## config.mk

```make
export PLATFORM = sky130hd
export DESIGN_NAME = hazard_controller
export DESIGN_NICKNAME = d
export VERILOG_FILES = /design/src/rtl/hazard_controller.sv
export SDC_FILE = /design/constraint.sdc
export NUM_CORES = 1
export LEC_CHECK = 0
export CAP_MARGIN = 15
export CORE_AREA = 5 5 71 57
export CTS_CLUSTER_DIAMETER = 50
export DETAILED_ROUTE_END_ITERATION = 12
export DIE_AREA = 0 0 76 62
export PLACE_DENSITY = 0.71
export SYNTH_ARGS = -nofsm -noshare
export SYNTH_HDL_FRONTEND = slang
export SYNTH_SLANG_ARGS = --single-unit
```

## constraint.sdc

```tcl
create_clock -name Clk -period 1.86 [get_ports Clk]
set_input_delay 0.372 -clock Clk [delete_from_list [all_inputs] [get_ports Clk]]
set_output_delay 0.372 -clock Clk [all_outputs]
set_load 0.02 [all_outputs]
```

## src/rtl/hazard_controller.sv

```systemverilog
// rtl/hazard_controller.sv - pipeline hazard and stall sequencer for the five-stage MIPS core
// Optional performance counters are built when HAZARD_PERF_CNT_EN is defined.
module hazard_controller #(
   parameter int LU_STALL_CYCLES = 1,
   parameter int CNT_W           = 32
) (
   input  logic             Clk,
   input  logic             Rst,
   input  logic [4:0]       ID_Rs,
   input  logic [4:0]       ID_Rt,
   input  logic             ID_UsesRt,
   input  logic             ID_Jump,
   input  logic             EX_MemRead,
   input  logic [4:0]       EX_Rt,
   input  logic             EX_BranchTaken,
   input  logic             ExtStall,
   output logic             PCWrite,
   output logic             IFIDWrite,
   output logic             IFIDFlush,
   output logic             IDEXBubble,
   output logic [1:0]       PCSrcSel,
   output logic [CNT_W-1:0] StallCnt,
   output logic [CNT_W-1:0] FlushCnt
);

   typedef enum logic [1:0] {
      RUN      = 2'd0,
      LU_STALL = 2'd1,
      FROZEN   = 2'd2
   } state_t;

   // Last bubble index; with a single bubble the LU_STALL state is never entered.
   localparam logic [2:0] LU_LAST  = 3'(LU_STALL_CYCLES - 1);
   localparam bit         LU_MULTI = (LU_STALL_CYCLES > 1);

   state_t     state, state_n;
   logic [2:0] lu_cnt, lu_cnt_n;
   logic       pend_branch, pend_branch_n;

   logic       lu_hit;
   logic       br_eff;
   logic       pc_write_c, ifid_write_c, ifid_flush_c, idex_bubble_c;
   logic [1:0] pc_src_c;

   // Hazard terms: register zero never creates a dependency; rt only matters when read.
   always_comb begin
      lu_hit = EX_MemRead && (EX_Rt != 5'd0) &&
               ((EX_Rt == ID_Rs) || (ID_UsesRt && (EX_Rt == ID_Rt)));
      br_eff = EX_BranchTaken || pend_branch;
   end

   // Mealy output and next-state decode; a released freeze is decoded like RUN.
   always_comb begin
      pc_write_c    = 1'b1;
      ifid_write_c  = 1'b1;
      ifid_flush_c  = 1'b0;
      idex_bubble_c = 1'b0;
      pc_src_c      = 2'b00;
      state_n       = state;
      lu_cnt_n      = lu_cnt;
      pend_branch_n = pend_branch;

      case (state)
         LU_STALL: begin
            pc_write_c    = 1'b0;
            ifid_write_c  = 1'b0;
            idex_bubble_c = 1'b1;
            if (!ExtStall) begin
               lu_cnt_n = lu_cnt + 3'd1;
               if (lu_cnt == LU_LAST) begin
                  state_n = RUN;
               end
            end
         end

         FROZEN: begin
            if (ExtStall) begin
               pc_write_c    = 1'b0;
               ifid_write_c  = 1'b0;
               pend_branch_n = pend_branch | EX_BranchTaken;
            end else begin
               state_n = RUN;
               if (br_eff) begin
                  pc_src_c      = 2'b01;
                  ifid_flush_c  = 1'b1;
                  idex_bubble_c = 1'b1;
                  pend_branch_n = 1'b0;
               end else if (lu_hit) begin
                  pc_write_c    = 1'b0;
                  ifid_write_c  = 1'b0;
                  idex_bubble_c = 1'b1;
                  lu_cnt_n      = 3'd1;
                  state_n       = LU_MULTI ? LU_STALL : RUN;
               end else if (ID_Jump) begin
                  pc_src_c     = 2'b10;
                  ifid_flush_c = 1'b1;
               end
            end
         end

         default: begin
            if (ExtStall) begin
               pc_write_c    = 1'b0;
               ifid_write_c  = 1'b0;
               pend_branch_n = br_eff;
               state_n       = FROZEN;
            end else if (br_eff) begin
               pc_src_c      = 2'b01;
               ifid_flush_c  = 1'b1;
               idex_bubble_c = 1'b1;
               pend_branch_n = 1'b0;
            end else if (lu_hit) begin
               pc_write_c    = 1'b0;
               ifid_write_c  = 1'b0;
               idex_bubble_c = 1'b1;
               lu_cnt_n      = 3'd1;
               state_n       = LU_MULTI ? LU_STALL : RUN;
            end else if (ID_Jump) begin
               pc_src_c     = 2'b10;
               ifid_flush_c = 1'b1;
            end
         end
      endcase
   end

   // Reset forces every pipeline enable low so nothing advances while held.
   always_comb begin
      PCWrite    = pc_write_c    & ~Rst;
      IFIDWrite  = ifid_write_c  & ~Rst;
      IFIDFlush  = ifid_flush_c  & ~Rst;
      IDEXBubble = idex_bubble_c & ~Rst;
      PCSrcSel   = Rst ? 2'b00 : pc_src_c;
   end

   // Sequencer state; reset drops any remembered redirect.
   always_ff @(posedge Clk or posedge Rst) begin
      if (Rst) begin
         state       <= RUN;
         lu_cnt      <= 3'd0;
         pend_branch <= 1'b0;
      end else begin
         state       <= state_n;
         lu_cnt      <= lu_cnt_n;
         pend_branch <= pend_branch_n;
      end
   end

`ifdef HAZARD_PERF_CNT_EN
   logic [CNT_W-1:0] stall_cnt;
   logic [CNT_W-1:0] flush_cnt;

   // Performance counters wrap naturally at their width.
   always_ff @(posedge Clk or posedge Rst) begin
      if (Rst) begin
         stall_cnt <= '0;
         flush_cnt <= '0;
      end else begin
         if (!pc_write_c) begin
            stall_cnt <= stall_cnt + CNT_W'(1);
         end
         if (ifid_flush_c) begin
            flush_cnt <= flush_cnt + CNT_W'(1);
         end
      end
   end

   assign StallCnt = stall_cnt;
   assign FlushCnt = flush_cnt;
`else
   assign StallCnt = '0;
   assign FlushCnt = '0;
`endif

endmodule

```

# Word-level counts from Yosys, hierarchy flattened
# Index checks and enable logic that the tools add are counted.
# word_totals
mem_bits_rw	0
n_memories	0
latchBits	0
inputBits	22
mem_bits_ro	0
word_cells	65
ff_bits	6
out_inout_bits	70
# classes
order_cmp	0
shift	0
bitwise	6
n_mul	0
eq_ne	9
reduce_logical	11
mux	35
div_mod_pow	0
n_addsub	1
# ops
cell	n
$mux 2	12
$mux 1	16
$mux 3	5
$eq 5x5->1	2
$ne 2x2->1 const B	3
$reduce_and 5->1	1
$reduce_bool 5->1	1
$ne 4x2->1 const B	1
$pmux 2 s2	1
$reduce_bool 4->1	1
$add 3x1->3 const B	1
$and 1x1->1	3
$logic_and 1x1->1	3
$logic_not 3->1	1
$reduce_and 3->1	1
$eq 2x1->1 const B	1
$eq 2x2->1 const B	1
$logic_or 1x1->1	2
$ne 2x1->1 const B	1
$not 1->1	2
$pmux 1 s2	1
$reduce_bool 2->1	1
$or 1x1->1	1

# Longest topological paths before layout
# logic_depth
depth_word	9
ltp_mapped	5
ltp_nobuf	4

# Worst setup path before layout
# Ideal clock, no wire load.
# synth_path
kind	input to output
startpoint	in EX_Rt[1]
endpoint	out PCWrite
required_time_ps	1488
path_stages	4
t_arrival_ps	1815
path_buffers	1
slack_ps	-327
cell_sequence	or4_1 -> o21a_1 -> a311oi_2 -> buf_4
# synth_between
elab_chain_cells	9
word_cells_on_any_way	12
cone_classes	2 x eq/ne; 4 x mux; 1 x bitwise; 5 x reduce/logical
# synth_rtl
element	line	text
from (decl)	14	input logic [4:0] EX_Rt,
$eq 5x5->1	48	((EX_Rt == ID_Rs) || (ID_UsesRt && (EX_Rt == ID_Rt)));
$logic_and 1x1->1	48	
$logic_or 1x1->1	48	
$logic_and 1x1->1 *	47	lu_hit = EX_MemRead && (EX_Rt != 5'd0) &&
$mux 1 * (4 in a row)	-	
$and 1x1->1 *	-	
to (decl)	17	output logic PCWrite,
# Every way passes the cells marked *; elsewhere a longest branch is shown, timed or not.

# Worst setup path after layout
# layout_path
startpoint	in EX_Rt[2]
endpoint	out IFIDWrite
# layout_between
elab_chain_cells	9
word_cells_on_any_way	12
cone_classes	2 x eq/ne; 4 x mux; 1 x bitwise; 5 x reduce/logical
# layout_rtl
element	line	text
$eq 5x5->1	48	
$logic_and 1x1->1	48	
$logic_or 1x1->1	48	
$logic_and 1x1->1 *	47	
$mux 1 *	88, 112	
$mux 1 *	83	if (br_eff) begin
$mux 1 *	102	if (ExtStall) begin
$mux 1 *	-	
$and 1x1->1 *	129	IFIDWrite = ifid_write_c & ~Rst;
to (decl)	18	output logic IFIDWrite,
# Marks and branches as above.

==> out/metrics.yaml <==
outcome: "finished, violations left"
violations: "negative setup slack"
area_growth_pct: 31.3
initial_core_util: 0.222
p_clk_frac: 0
combPwrFrac: 0.915
crit_path_end_kind: "output port"
cpMostUsedCell: "buf_6"
post-route-period-util: 1.08
hold_viol: 0
power_switching_uw: 178
synth_xor_area_frac: 0.122
path_max_fanout: 4
grt_pass1_wl_microns: 1920
clock_latency_ps: 0
hpwl_microns: 1500
core-area_sq_um: 3220
top_regs: "pend_branch (1)"
postLayoutCoreUtil: 0.292
rrSetupSlack_ps: 1140
drt_iter0_drc: 31
path_cells: "buf_6, or4_4, o21a_4, a311oi_4, buf_6"
grt.overflow.total: 0
ant_nets: 0
power.leakage_nw: 0.518
grtUsageMet3: 0.0115
die_area_sq_um: 4710
peakVddDrop_mv: 0.0694
io_pins: 92
slowest_stage: "or4_4"
cp-start-kind: "input port"
antennaDiodeCount: 0
largest_reg_flops: 1
drive_gt1_frac: 0.216
syn_area_sq_um: 716
powerDensity_nw_per_um2: 309
grt_usage: 0.0482
grt_pass1_vias: 453
top_register: "pend_branch"
grt.busiest_layer: "met2"
via_per_inst: 2.97
fin_nets: 158
syn_avg_cell_area_sq_um: 7.46
synth_top_family_by_area: "buffers and inverters"
seqPwrFrac: 0.085
drv_cap: 0
fp-row-count: 18
die_x_microns: 76
synth_mux_area_frac: 0
gr-usage-met2: 0.113
finClkSkew_ps: 0
antenna_found_initial: 0
vias: 517
p_int_uw: 112
layout_min_cycle_time_ps: 2010
synth_simple_gate_area_frac: 0.0699
fmax_mhz: 497
synth.top_cell.area_share: 0.682
first_pass_iters: 3
yosysSeqAreaShare: 0.0350
hold_path_class: "in2async"
power.total_uw: 290
synth_cell_types: 18
preCtsSetupSlack_ps: -1040
yosys_warnings: 0
synth_compound_area_frac: 0.0752
finalSetupViolations: 5
ys_ff_latch: 1
routed_wl_microns: 1630
path_class: "in2out"
switching_share: 0.612
crit_required_ps: 1490
grt_max_degree: 5
slew_viol_final: 0
synthAdderAreaFrac: 0
rsz0062_at_grt: "yes"
cp.arrival_ps: 1640
wire_per_inst_microns: 9.34
synth_area_leaders: "buf_4 68%, xnor2_1 12%, dfrtp_1 3.5%, a311oi_2 2.1%, a21oi_1 1.4%"
chipHeight_microns: 62
r2r_end: "pend_branch$_DFF_PP0_"
worstRegToRegCells: 2
gp_congestion: 0.739
r2r_start: "pend_branch$_DFF_PP0_"
synthCells: 96
yosys.area.top_type: "buf_4"
post-route-drc-count: 0
port_buffers: 27
slowest_delay_ps: 520
fin_ws_ps: -153
grtUsageMet1: 0.0437
clkTransAtPathRegs_ps: 0
-- layer usage --
metal	routed length, microns	vias up
li1	-	252
met1	390	235
met2	1060	30
met3	173	0
met4	0	0
met5	0	-
-- Yosys cell counts --
cell type  count
nor2b_1        1
a31o_1         1
a21oi_1        2
conb_1         1
nor3_1         1
nand2_1        2
nand3_1        2
o22ai_1        1
buf_4         65
nor2_1         2
dfrtp_1        1
o21a_1         1
or4_1          1
xnor2_1       10
nand4_1        1
inv_1          2
a31oi_1        1
a311oi_2       1
-- power by group through the flow --
stage               registers [mW]  clock network, mW  logic, mW
finish                      0.0247                  0      0.265
global route                0.0248                  0      0.283
CTS                         0.0248                  0      0.260
detailed placement          0.0240                  0      0.249
global placement            0.0239                  0      0.248
floorplan                   0.0239                  0      0.267
-- area by class of cell --
class / count / area (sq um)
inverters: 2 / 7.51
multi-input cells: 91 / 488
repair buffers: 40 / 369
flip-flops and latches: 1 / 25.0
fillers: 356 / 2280
well taps: 40 / 50.0
-- placed cells by master, fill, tap and decap left out, types with 2 or more instances in the layout --
master	n
a21oi_1	2
buf_6	7
conb_1	64
nand2_1	2
clkdlybuf4s50_1	4
dlygate4sd2_1	10
nand3_1	2
dlymetal6s2s_1	3
xnor2_1	10
buf_4	14
inv_1	2
-- logic make-up after synthesis --
kind of cell / Yosys count
AND/OR/NAND/NOR: 10
other: 1
buffers and inverters: 67
XOR/XNOR: 10
flip-flops: 1
AO/OA/AOI/OAI: 7
-- per-stage QoR --
step	std cells	hold slack, ps	area [sq um]	TNS, ps
floorplan	159	101	972	-210
global placement	170	525	868	-5270
detailed placement	170	534	868	-5360
CTS	174	554	925	-950
global route	174	485	940	-711
finish	174	443	940	-589
-- repair_timing --
item | CTS | global route
endpoints found under the setup margin | 6 | 6
gates resized for setup | 68 | 6
cloned | 0 | 0
hold buffers | 0 | 0
pin swaps | 15 | 6
buffers inserted | 4 | 0
-- critical path: cells and delay by family --
| kind | cells | cell delay [ps] |
|---|---|---|
| AOI/OAI and AO/OA | 2 | 490 |
| buffers and inverters | 2 | 260 |
| and+or+nand+nor | 1 | 520 |
-- worst max path at each step --
stage	startpoint	end	slack, ps
final	EX_Rt[2]	IFIDWrite	-150
after global routing	EX_Rt[2]	IFIDWrite	-170
after floorplan	EX_Rt[1]	PCWrite	-160
after detailed placement	EX_Rt[1]	IFIDWrite	-1040
after CTS	EX_Rt[1]	IFIDWrite	-260
after global placement	EX_Rt[1]	IFIDWrite	-1000
No activity file was read; power rests on OpenSTA's default activity.
==> variant 1, RTL diff (same flow settings) <==
Change the parameter `CNT_W` from 32 to 64.
--- a/src/rtl/hazard_controller.sv
+++ b/src/rtl/hazard_controller.sv
@@ -3,5 +3,5 @@
 module hazard_controller #(
    parameter int LU_STALL_CYCLES = 1,
-   parameter int CNT_W           = 32
+   parameter int CNT_W           = 64
 ) (
    input  logic             Clk,
Ports: changed (resized FlushCnt and StallCnt); port bits go from 92 to 156. The function was not compared with the original's and may differ.
==> variant 1 against the original RTL <==
Setup slack improved by 0.0037 ns. First-iteration DRC count decreased by 81%. Sequential cell count unchanged. Via count increased by 30%. The flow still finishes with violations (negative setup slack). Area after synthesis increased by 67%. Power increased by 41%. Hold slack improved by 0.13 ns. Critical path depth unchanged. Final area increased by 26%. Routed wire length increased by 34%.
==> variant 1: results (changes against the original RTL) <==
Slowest cell on crit path=or4_4; GPL Wtd Cong=0.7435 (+0.58%); Area contributors post-synth=buf_4, xnor2_1, dfrtp_1; Largest regs=pend_branch x1; fraction of registers with async set/reset=100.0% (unchanged); Synthesis Warnings=0 (unchanged); largest net degree at the start of global routing=5 (unchanged); status=finished, violations left; Setup Skew=0 ns (unchanged); Pre-antenna DRT Iters=2 (-1); fill count=354 (-0.56%); vias in the first global route=529 (+17%); top-count cell post-synth=buf_4; DRT iter0 DRCs=6 (-81%); CP delay by family, top=simple AND/OR/NAND/NOR gates; CP max stage delay=0.52 ns (about the same); maximum fanout along the worst path=4 (unchanged); Final Worst Setup Slack=-0.1493 ns (+0.003687 ns); Setup-failing EPs final=5 (unchanged); Peak VDD IR=0.0001193 V (+72%); fmax=497.7 MHz (+0.18%); Post-synth top cells=buf_4, xnor2_1; Via density=2.835 (-4.6%); diode count=0 (unchanged); Arr. time, crit path=1.64 ns (about the same); nets=221 (+40%); Reg clk slew, reported paths=0 ns (unchanged); DRC=0 (unchanged); total global routing track utilization=5.955% (+1.1 points); Main synth FF type=dfrtp_1; initial antenna violation count=0 (unchanged); first-pass GRT wire length=2387 um (+24%); failing checks=negative setup slack; layout cells sized above 1=16.24% (-5.4 points); DR WL/cell=9.173 um (-1.8%); Yosys cell types=18 (unchanged); placed cell area=1101 um2 (+27%); Seq/Total Area, Yosys=2.092% (-1.4 points); # port buffers=27 (unchanged); Clk Latency, worst-skew pair=0 ns (unchanged); Leak Pwr=0.7040 nW (+36%); Min-Delay Path Class=flip-flop to flip-flop; HPWL Detailed=2014 um (+34%)
-- variant 1: cell count changes in the layout (fill, tap and decap cells not counted), moves of 2 or more --
cell / before / now
buf_6: 7 / 9
xnor2_1: 10 / 8
dlymetal6s2s_1: 3 / 0
xnor2_2: 0 / 2
buf_4: 14 / 10
dlygate4sd2_1: 10 / 12
conb_1: 64 / 128
-- variant 1: worst paths after layout --
| check | start | end | slack (ns) | cells past startpoint |
|---|---|---|---|---|
| worst max-delay path | EX_Rt[2] | IFIDWrite | -0.15 | 5 |
| worst min-delay path | pend_branch | pend_branch | 0.57 | 2 |
| worst max register to register | pend_branch | pend_branch | 1.11 | 2 |
| worst min register to register | pend_branch | pend_branch | 0.57 | 2 |
| max in group asynchronous | Rst | pend_branch | 1.03 | 3 |
| min in group asynchronous | Rst | pend_branch | 0.74 | 3 |
-- variant 1: per-layer routing --
metal	GRT usage (%)	part of all wire (%)	wire length, um
met2	13.05	59	1293
met1	6.175	26	562
met3	1.441	15	318
met5	0	0	0
met4	0	0	0
-- variant 1: tightest hold or removal path: stages, from the launching register on --
cell     delay [ns]
dfrtp_1        0.36
nor2_4         0.07
nor2b_1        0.10
-- variant 1: cells by family after synthesis --
family / count (synthesis) / share of synthesized area, %
buffers and inverters: 131 / 81.59
xor gates and xnor gates: 10 / 7.322
and+or+nand+nor: 10 / 4.185
AOI/OAI and AO/OA: 7 / 4.499
DFF: 1 / 2.092
other: 1 / 0.3135
-- variant 1: timing repair --
action                     4_1_cts  5_1_grt
setup buffers                    4        0
setup endpoints to repair        6        6
pin swaps                       21        7
gates resized for setup         71        7
-- variant 1: cell type report --
| cell class | instances | area (um2) | area share [%] |
|---|---|---|---|
| flip-flops and latches | 1 | 25.02 | 2.114 |
| multi-input cells | 155 | 754.5 | 63.74 |
| repair buffers | 39 | 346.6 | 29.28 |
| inverters | 2 | 7.507 | 0.6342 |
| well taps | 40 | 50.05 | 4.228 |
-- variant 1: where the power goes --
group	internal (mW)	switching (mW)	total [mW]
registers	0.0236	0.00138	0.0250
clock network	0	0	0
logic	0.0875	0.296	0.384
total	0.111	0.298	0.409
-- variant 1: through the flow --
stage               utilization [%]  TNS, ns  std cells  worst slack (ns)
finish                        36.75  -0.6515        237           -0.1493
global route                  36.75  -0.7927        237           -0.1779
CTS                           36.44  -0.8962        237           -0.2211
detailed placement            34.19   -5.110        233           -0.9761
global placement              34.19   -5.038        233           -0.9530
floorplan                         -  -0.2102        287           -0.1606
==> variant 2, RTL diff (same flow settings) <==
Without the edit above. Encoding of `state_t`: now one-hot (3 bits for 3 states).
--- a/src/rtl/hazard_controller.sv
+++ b/src/rtl/hazard_controller.sv
@@ -24,8 +24,8 @@
 );
 
-   typedef enum logic [1:0] {
-      RUN      = 2'd0,
-      LU_STALL = 2'd1,
-      FROZEN   = 2'd2
+   typedef enum logic [2:0] {
+      RUN      = 3'b001,
+      LU_STALL = 3'b010,
+      FROZEN   = 3'b100
    } state_t;
 
Behaviour: same outputs for any inputs over 10 cycles, from zero or initial values and one cycle with Rst high; not proved beyond that.
==> variant 2 against the original RTL <==
The run still ends with negative setup slack left. Power is 4.4% lower. Routed wire length fell by 7.8%. Utilization shrank 1.8 points. Setup slack lost 0.030 ns. Sequential cell count unchanged. Area after synthesis increased by 0.52%. Final area down 6.3%. Combinational power decreased by 5%. Largest cell class unchanged. Largest power group unchanged.
==> variant 2: results (changes against the original RTL) <==
status=finished, violations left; failing checks=negative setup slack; HPWL Detailed=1432 um (-4.4%); Leak Pwr=0.4679 nW (-9.6%); GPL Wtd Cong=0.7078 (-4.2%); DRT iter0 DRCs=18 (-42%); layer with the highest usage=met2; Final Worst Setup Slack=-0.1825 ns (-0.02952 ns); nets=155 (-1.9%); Setup Skew=0 ns (unchanged); Setup-failing EPs final=5 (unchanged); Via density=2.942 (-1.0%); CP max stage delay=0.54 ns (+0.02 ns); fill count=360 (+1.1%); routing usage on met1=4.884% (+0.51 points); Synthesis Warnings=0 (unchanged); largest net degree at the start of global routing=5 (unchanged); Avg Cell Area, Syn=7.417 um2 (-0.51%); Post-synth top cells=buf_4, xnor2_1, a21oi_1, nor2_1; vias in the first global route=418 (-7.7%); Seq/Total Area, Yosys=3.478% (-0.018 points); Yosys cell types=18 (unchanged); Arr. time, crit path=1.67 ns (+0.03 ns); # port buffers=27 (unchanged); initial antenna violation count=0 (unchanged); Area contributors post-synth=buf_4, xnor2_1, dfrtp_1; Main synth FF type=dfrtp_1; Min-Delay Path Class=flip-flop to flip-flop; diode count=0 (unchanged); Peak VDD IR=0.00008689 V (+25%); total global routing track utilization=4.567% (-0.25 points); maximum fanout along the worst path=3 (-1); GR Layer Usage met2=10.37% (-0.98 points); Pre-antenna DRT Iters=2 (-1); first-pass GRT wire length=1863 um (-2.9%); layout cells sized above 1=20.61% (-1.0 points); DR WL/cell=8.760 um (-6.2%); Slowest cell on crit path=or4_4; Clk Latency, worst-skew pair=0 ns (unchanged); Reg clk slew, reported paths=0 ns (unchanged); Largest regs=pend_branch x1; fraction of registers with async set/reset=100.0% (unchanged); met3 GRT Util=0.4323% (-0.72 points); Layout Cells excl Fill=171 (-1.7%)
variant 2: cell count changes after synthesis:
cell and change:
a21oi_1 +1, a31o_1 -1, inv_2 +1, a31o_2 +1
inv_1 -1, a31oi_1 -1, o21a_1 -1, o21ai_2 +1
nor2_1 +1
variant 2: path summary, 6_finish.rpt:
check                             from     endpoint  slack, ns  cells past startpoint
max                           EX_Rt[1]    IFIDWrite      -0.18                      6
min                        pend_branch  pend_branch       0.56                      2
max reg2reg                pend_branch  pend_branch       1.03                      2
min reg2reg                pend_branch  pend_branch       0.56                      2
max in group asynchronous          Rst  pend_branch       1.11                      2
min in group asynchronous          Rst  pend_branch       0.65                      2
variant 2: cell type report:
cell class	instances	area share, %
inverters	2	0.8523
multi-input cells	92	55.11
flip-flops and latches	1	2.841
well taps	40	5.682
repair buffers	36	35.51
variant 2: per-stage QoR:
step	cell area, um2	TNS [ns]	hold slack (ns)	power, mW	setup slack, ns
2_1_floorplan	975.9	-0.2072	0.1007	0.2911	-0.2072
3_3_place_gp	875.8	-5.031	0.5611	0.2728	-0.9893
4_1_cts	883.3	-0.7566	0.5731	0.2741	-0.2095
5_1_grt	880.8	-0.9222	0.5977	0.2952	-0.2318
6_report	880.8	-0.6581	0.5623	0.2773	-0.1825
3_5_place_dp	875.8	-5.116	0.5858	0.2736	-1.042
variant 2: kinds of logic (layout without fill, tap and decap cells):
family / count (synthesis) / in the layout / share of synthesized area (%)
flops: 1 / 1 / 3.478
compound gates: 7 / 7 / 7.478
buf+inv: 67 / 38 / 68.87
other cells: 1 / 64 / 0.5212
simple gates: 11 / 11 / 7.479
xor+xnor: 10 / 10 / 12.17
variant 2: power breakdown:
| part | switching (mW) | leakage (nW) | internal (mW) |
|---|---|---|---|
| registers | 0.000588 | 0.0125 | 0.0236 |
| logic | 0.174 | 0.455 | 0.0787 |
| clock network | 0 | 0 | 0 |
variant 2: routing by layer:
metal	wire length [um]	up-vias
li1	-	248
met1	405	222
met2	925	33
met3	167	0
met4	0	0
met5	0	-
variant 2: critical path: cells and delay by family:
family,cells,cell delay [ns]
buf+inv,3,0.33
compound gates,2,0.43
simple gates,1,0.54
variant 2: what timing repair did:
action | in CTS | in global routing
hold buffers | 0 | 0
pin swaps | 11 | 0
endpoints found under the setup margin | 6 | 6
setup buffers | 1 | 0
gates resized for setup | 64 | 2
